$ cat src/rtl/lamp_dimmer.sv
// lamp_dimmer: ramps a lamp brightness toward a per-state target and blinks it in ALERT.
// Latency: first ramp step within RAMP_DIV clocks of a state change; Lamp_PWM lags Brightness by 1 clock.
// Backpressure: none; the lamp is a pure sink and Present_State is sampled every clock.
//
// Ports:
//   Clock          - sole clock, all state updates on the rising edge
//   Reset_n        - asynchronous active-low reset
//   Present_State  - 00 OFF, 01 DIM, 10 ON, 11 ALERT (blink)
//   Brightness     - registered lamp level 0..255
//   Lamp_PWM       - registered PWM drive, N high clocks per 256 for Brightness N
//   Ramp_Busy      - Brightness still moving toward target (never in ALERT)
//   At_Target      - Brightness equals target (never in ALERT)

module lamp_dimmer #(
  parameter int unsigned RAMP_DIV     = 16,
  parameter logic [7:0]  DIM_LEVEL    = 8'd64,
  parameter logic [7:0]  ON_LEVEL     = 8'd255,
  parameter int unsigned BLINK_CYCLES = 1024
) (
  input  logic       Clock,
  input  logic       Reset_n,
  input  logic [1:0] Present_State,
  output logic [7:0] Brightness,
  output logic       Lamp_PWM,
  output logic       Ramp_Busy,
  output logic       At_Target
);

  typedef enum logic [1:0] {
    ST_OFF   = 2'b00,
    ST_DIM   = 2'b01,
    ST_ON    = 2'b10,
    ST_ALERT = 2'b11
  } state_t;

  localparam logic [15:0] PRE_LAST   = 16'(RAMP_DIV - 1);
  localparam logic [15:0] BLINK_LAST = 16'(BLINK_CYCLES - 1);

  // Registered state
  logic [15:0] r_prescale;
  logic [15:0] r_blink_cnt;
  logic        r_blink_hi;     // 1 while the blink is in its ON_LEVEL phase
  logic        r_in_alert;     // Present_State was ALERT on the previous edge
  logic [7:0]  r_brightness;
  logic [7:0]  r_pwm_cnt;
  logic        r_lamp_pwm;

  // Combinational helpers
  state_t      w_state;
  logic [7:0]  w_target;
  logic        w_alert;
  logic        w_alert_entry;
  logic        w_tick;
  logic        w_blink_tc;
  logic        w_pwm_next;

  assign w_state       = state_t'(Present_State);
  assign w_alert       = (w_state == ST_ALERT);
  // First cycle of ALERT: the blink restarts in the high phase regardless of
  // where the previous ALERT episode left off.
  assign w_alert_entry = w_alert && !r_in_alert;
  assign w_tick        = (r_prescale == PRE_LAST);
  assign w_blink_tc    = (r_blink_cnt == BLINK_LAST);

  // Target follows the state every cycle so a mid-ramp state change redirects
  // the very next tick. ALERT has no ramp target; 0 is a don't-care there.
  always_comb begin
    w_target = 8'd0;
    case (w_state)
      ST_OFF:   w_target = 8'd0;
      ST_DIM:   w_target = DIM_LEVEL;
      ST_ON:    w_target = ON_LEVEL;
      ST_ALERT: w_target = 8'd0;
      default:  w_target = 8'd0;
    endcase
  end

  // Ramp prescaler: free-running, deliberately not restarted on state changes,
  // so the first step after a change arrives within RAMP_DIV clocks.
  always_ff @(posedge Clock or negedge Reset_n) begin
    if (!Reset_n) begin
      r_prescale <= 16'd0;
    end else if (w_tick) begin
      r_prescale <= 16'd0;
    end else begin
      r_prescale <= r_prescale + 16'd1;
    end
  end

  // Blink half-period counter and phase; parked at 0 outside ALERT.
  always_ff @(posedge Clock or negedge Reset_n) begin
    if (!Reset_n) begin
      r_blink_cnt <= 16'd0;
      r_blink_hi  <= 1'b0;
      r_in_alert  <= 1'b0;
    end else begin
      r_in_alert <= w_alert;
      if (!w_alert) begin
        r_blink_cnt <= 16'd0;
        r_blink_hi  <= 1'b0;
      end else if (w_alert_entry) begin
        r_blink_cnt <= 16'd0;
        r_blink_hi  <= 1'b1;
      end else if (w_blink_tc) begin
        r_blink_cnt <= 16'd0;
        r_blink_hi  <= !r_blink_hi;
      end else begin
        r_blink_cnt <= r_blink_cnt + 16'd1;
      end
    end
  end

  // Brightness: direct loads in ALERT, single-step ramp on ticks otherwise.
  // Stepping only while strictly below/above target rules out overshoot and
  // wrap at both ends of the 8-bit range.
  always_ff @(posedge Clock or negedge Reset_n) begin
    if (!Reset_n) begin
      r_brightness <= 8'd0;
    end else if (w_alert_entry) begin
      r_brightness <= ON_LEVEL;
    end else if (w_alert) begin
      if (w_blink_tc) begin
        r_brightness <= r_blink_hi ? 8'd0 : ON_LEVEL;
      end
    end else if (w_tick) begin
      if (r_brightness < w_target) begin
        r_brightness <= r_brightness + 8'd1;
      end else if (r_brightness > w_target) begin
        r_brightness <= r_brightness - 8'd1;
      end
    end
  end

  // PWM: the 255 override gives a solid-on lamp, which a plain compare
  // against an 8-bit counter could never reach.
  assign w_pwm_next = (r_brightness == 8'd255) || (r_pwm_cnt < r_brightness);

  always_ff @(posedge Clock or negedge Reset_n) begin
    if (!Reset_n) begin
      r_pwm_cnt  <= 8'd0;
      r_lamp_pwm <= 1'b0;
    end else begin
      r_pwm_cnt  <= r_pwm_cnt + 8'd1;
      r_lamp_pwm <= w_pwm_next;
    end
  end

  assign Brightness = r_brightness;
  assign Lamp_PWM   = r_lamp_pwm;
  assign Ramp_Busy  = !w_alert && (r_brightness != w_target);
  assign At_Target  = !w_alert && (r_brightness == w_target);

endmodule

$ cat config.mk
export PLATFORM = sky130hd
export DESIGN_NAME = lamp_dimmer
export DESIGN_NICKNAME = d
export VERILOG_FILES = /design/src/rtl/lamp_dimmer.sv
export SDC_FILE = /design/constraint.sdc
export NUM_CORES = 1
export LEC_CHECK = 0
export ABC_AREA = 1
export BUFFER_PORTS_ARGS = -buffer_cell sky130_fd_sc_hd__buf_2
export CORE_MARGIN = 3
export CORE_UTILIZATION = 45
export DETAILED_ROUTE_END_ITERATION = 7
export PLACE_DENSITY = 0.69
export SLEW_MARGIN = 20
export SYNTH_ARGS = -nofsm -noshare
export SYNTH_HDL_FRONTEND = slang
export SYNTH_SLANG_ARGS = --single-unit
$ cat constraint.sdc
create_clock -name Clock -period 3 [get_ports Clock]
set_clock_uncertainty 0.05 [all_clocks]
set_input_delay 0.9 -clock Clock [delete_from_list [all_inputs] [get_ports Clock]]
set_output_delay 0.9 -clock Clock [all_outputs]
set_load 0.05 [all_outputs]
==> results by group <==
Worst setup path
  • Crit path capture type: primary output
  • Startpoint class of the critical path: primary input
  • Worst EP arrival: about 2.2 ns
  • CP Data Required Time: between 2 and 2.5 ns
  • RR Endpoint: Brightness[6]
  • WS Path Type: in2out
  • Worst r2r src: Brightness[5]
  • Reg2reg setup slack: around 0.42 ns
  • Depth of the most critical reg-to-reg path: 14
  • Crit Path Max Fanout: 6

Run status
  • Status: finished with violations
  • Violated checks: setup timing

CTS
  • Worst-case clock buffer depth: 2
  • H-tree depth: 2
  • CTS tree: yes
  • CTS Hold Bufs: 0
  • Sink Count: 51
  • Worst skew pair latency: 0.30 ns
  • Root Buffer: clkbuf_8
  • Reg clk slew, reported paths: about 0.090 ns
  • TritonCTS buffer count: 5

GRT
  • Global-route wire length before repair: between 10000 and 15000 um
  • Overflow after GRT: 0
  • Largest net degree at the start of global routing: 52
  • Total track usage: 16.9%
  • Number of global-route vias before repair: ~2600
  • Initial antenna violation count: 0

Power
  • Reg power frac: between 20% and 30%
  • P_sw: 1430 uW
  • Cell-internal power: 1780 uW
  • Clock power share: 12.3%
  • Final Power: roughly 3200 uW
  • Pwr per Cell Area: 811 nW/um2
  • Peak VDD IR: between 0.3 and 0.4 mV
  • Combinational power share: between 60% and 70%
  • Sw Share: 44.6%
  • Leak pwr: about 0.0020 uW

Layout
  • Finished Layout Cells: around 530
  • Layout cells sized above 1: 25.4%
  • Syn-to-layout area delta: 21.8%
  • # nets final: 470
  • Cell area after layout: slightly below 4000 um2
  • Final core occ: between 50% and 60%
  • Diode count: 0

Die
  • Die width: between 90 and 100 um
  • Core area: just under 7000 um2
  • Top Ports: 15
  • Starting Density: 47.2%
  • Core Rows: 30
  • Die area: ~8300 um2
  • Die Span Y: 91.1 um

Yosys
  • Combinational family with the most area after synthesis: simple AND/OR/NAND/NOR gates
  • Post-Synth XOR/XNOR Area: slightly below 5%
  • Synth Register Bits: between 50 and 60
  • Cells after synthesis: a little under 400
  • Post-synth EDFFs: 0
  • Compound-cell area share of the yosys netlist: around 7.9%
  • Synth top cells by count: 73 x nand2_1, 55 x inv_1, 51 x dfrtp_1, 40 x nor2_1, 28 x ha_1
  • Post-synth ARST share: 100%
  • Yosys top cell by area: dfrtp_1
  • Top-count cell post-synth: nand2_1
  • Mapped cell area: between 3000 and 4000 um2
  • Simple-Gate Fraction of Synth Area: 29.3%
  • Mux share of post-synthesis cell area: 0%
  • Warnings from Yosys: 0
  • Post-synth cell types: 35
  • Synthesized area per cell: between 8 and 9 um2
  • Synth area leaders: dfrtp_1 39%, ha_1 11%, nand2_1 8.4%, inv_1 6.3%, nor2_1 4.6%
  • Sequential area share after synthesis: 39.2%
  • Main synth FF type: dfrtp_1
  • Synth top area share: approximately two fifths
  • Post-Syn Nets: approximately 430
  • Fraction of the mapped netlist area in adder cells: between 10 and 15%

Placed design
  • Placer Congestion: between 0.8 and 0.9
  • # placed instances: 520
  • Dpl cell area: about 3700 um2
  • Pre-CTS worst setup slack: -0.378 ns
  • Detailed Place HPWL: between 4000 and 5000 um
  • I/O Buffers: 14

Detailed routing
  • DR DRC count: 0
  • DRT antenna net count: 0
  • Final wirelength: roughly 6600 um
  • Via count: about 2600
  • DR pass1 iterations: 4
  • Via density: a little under 5
  • Initial DRC Count: 120
  • WL/cell: between 10 and 15 um

STA
  • Fmax achieved: ~0.32 GHz
  • Period utilisation layout: 103%
  • Hold Violations, Final: 0
  • Final setup margin: -0.0971 ns
  • Final Critical Period: between 3 and 4 ns
  • Final setup viols: 2
  • Final-report max-slew violation count: 0
  • Measured slew at the worst slew-check pin: approximately 0.66 ns
  • Slew HR: a little under three fifths
  • Unrepaired setup endpoints after global routing: yes

Min path
  • Worst hold start: r_pwm_cnt[0]
  • Hold Crit Endpoint: r_pwm_cnt[0]
  • Hold path cells: 1
  • HP Class: reg2reg

Flow run
  • Max-cap violations: 0
timing repair:
action,in CTS,in global routing
pin swaps,6,3
resized for setup,21,8
cloned,0,1
endpoints found under the setup margin,5,8
buffers inserted,4,1
routing by layer:
layer	global-route usage [%]	up-vias	wire length, um
met2	27.6	33	3080
met5	0	-	0
met1	23.2	1196	3200
met3	3.15	6	221
met4	4.27	0	70
li1	-	1372	-
worst max-delay path, cell delays in order:
cell,delay (ns)
buf_12,0.11
inv_12,0.04
ha_4,0.15
inv_8,0.06
ha_4,0.26
nand2_1,0.06
inv_2,0.06
nand3_2,0.11
nor3_4,0.18
nor2_2,0.06
buf_6,0.15
cell type report:
cell class / instances / area [um2]
sequential: 51 / 1280
inverter: 59 / 241
clock buffer: 6 / 82.6
fill: 635 / 2940
timing repair buffer: 38 / 285
clock inverter: 1 / 5.00
multi-input combinational: 282 / 1960
tap: 96 / 120
worst max-delay path by stage:
stage                     start             to  slack [ns]  cells after the start
2_1_floorplan  Present_State[0]      At_Target       -0.17                      8
3_3_place_gp   Present_State[0]  Brightness[5]       -0.29                     19
5_1_grt        Present_State[0]      At_Target       -0.17                      9
4_1_cts        Present_State[0]      At_Target       -0.11                      9
6_report       Present_State[0]      Ramp_Busy        -0.1                     11
3_5_place_dp   Present_State[0]  Brightness[5]       -0.38                     19
layout by cell type, fill, tap and decap left out, types with 3 or more instances in the layout:
cell type  Yosys  routed
nand4_1       14      14
nor2_1        40      37
nor2_4         5       6
nor3_2         4       3
buf_2          1      11
a21oi_2        5       7
xor2_1        14      14
nand3_1       23      22
o21ai_0       10       8
nand2_4        0       3
buf_4          0      22
nand2_1       73      69
nand3_2        6       7
buf_6          1       4
nor2_2         4       6
xnor2_1        4       4
inv_1         55      52
ha_1          28      17
clkbuf_8       0       6
dfrtp_1       51      51
inv_2          4       5
ha_4           0      11
a21oi_1       22      20
nor3_1         8       8
nand2_2        4       6
power groups by stage:
| stage | registers, uW | clock network, uW | logic [uW] |
|---|---|---|---|
| 3_5_place_dp | 864 | 0 | 1700 |
| 6_report | 871 | 396 | 1950 |
| 2_1_floorplan | 1040 | 0 | 1000 |
| 5_1_grt | 881 | 440 | 2180 |
| 3_3_place_gp | 865 | 0 | 1670 |
| 4_1_cts | 868 | 410 | 1850 |
state kept, by name (all words and copies together), names as in the netlist:
signal and count:
r_in_alert 1, r_blink_cnt 16, Lamp_PWM 1, r_pwm_cnt 8, Brightness 8, r_prescale 16, r_blink_hi 1
cell families (layout without fill, tap and decap cells):
family          Yosys count  after routing
flops                    51             51
fa+ha+maj                29             29
xor+xnor                 18             18
compound gates           44             44
buf+inv                  62            104
simple gates            190            191
per-stage QoR:
| step | hold WS, ns | setup TNS, ns |
|---|---|---|
| detailed placement | 0.421 | -2.57 |
| finish | 0.431 | -0.192 |
| global placement | 0.414 | -2.04 |
| global route | 0.449 | -0.684 |
| CTS | 0.432 | -0.178 |
| floorplan | 0.388 | -0.246 |
Note: power is estimated with default switching activity, not from simulation.
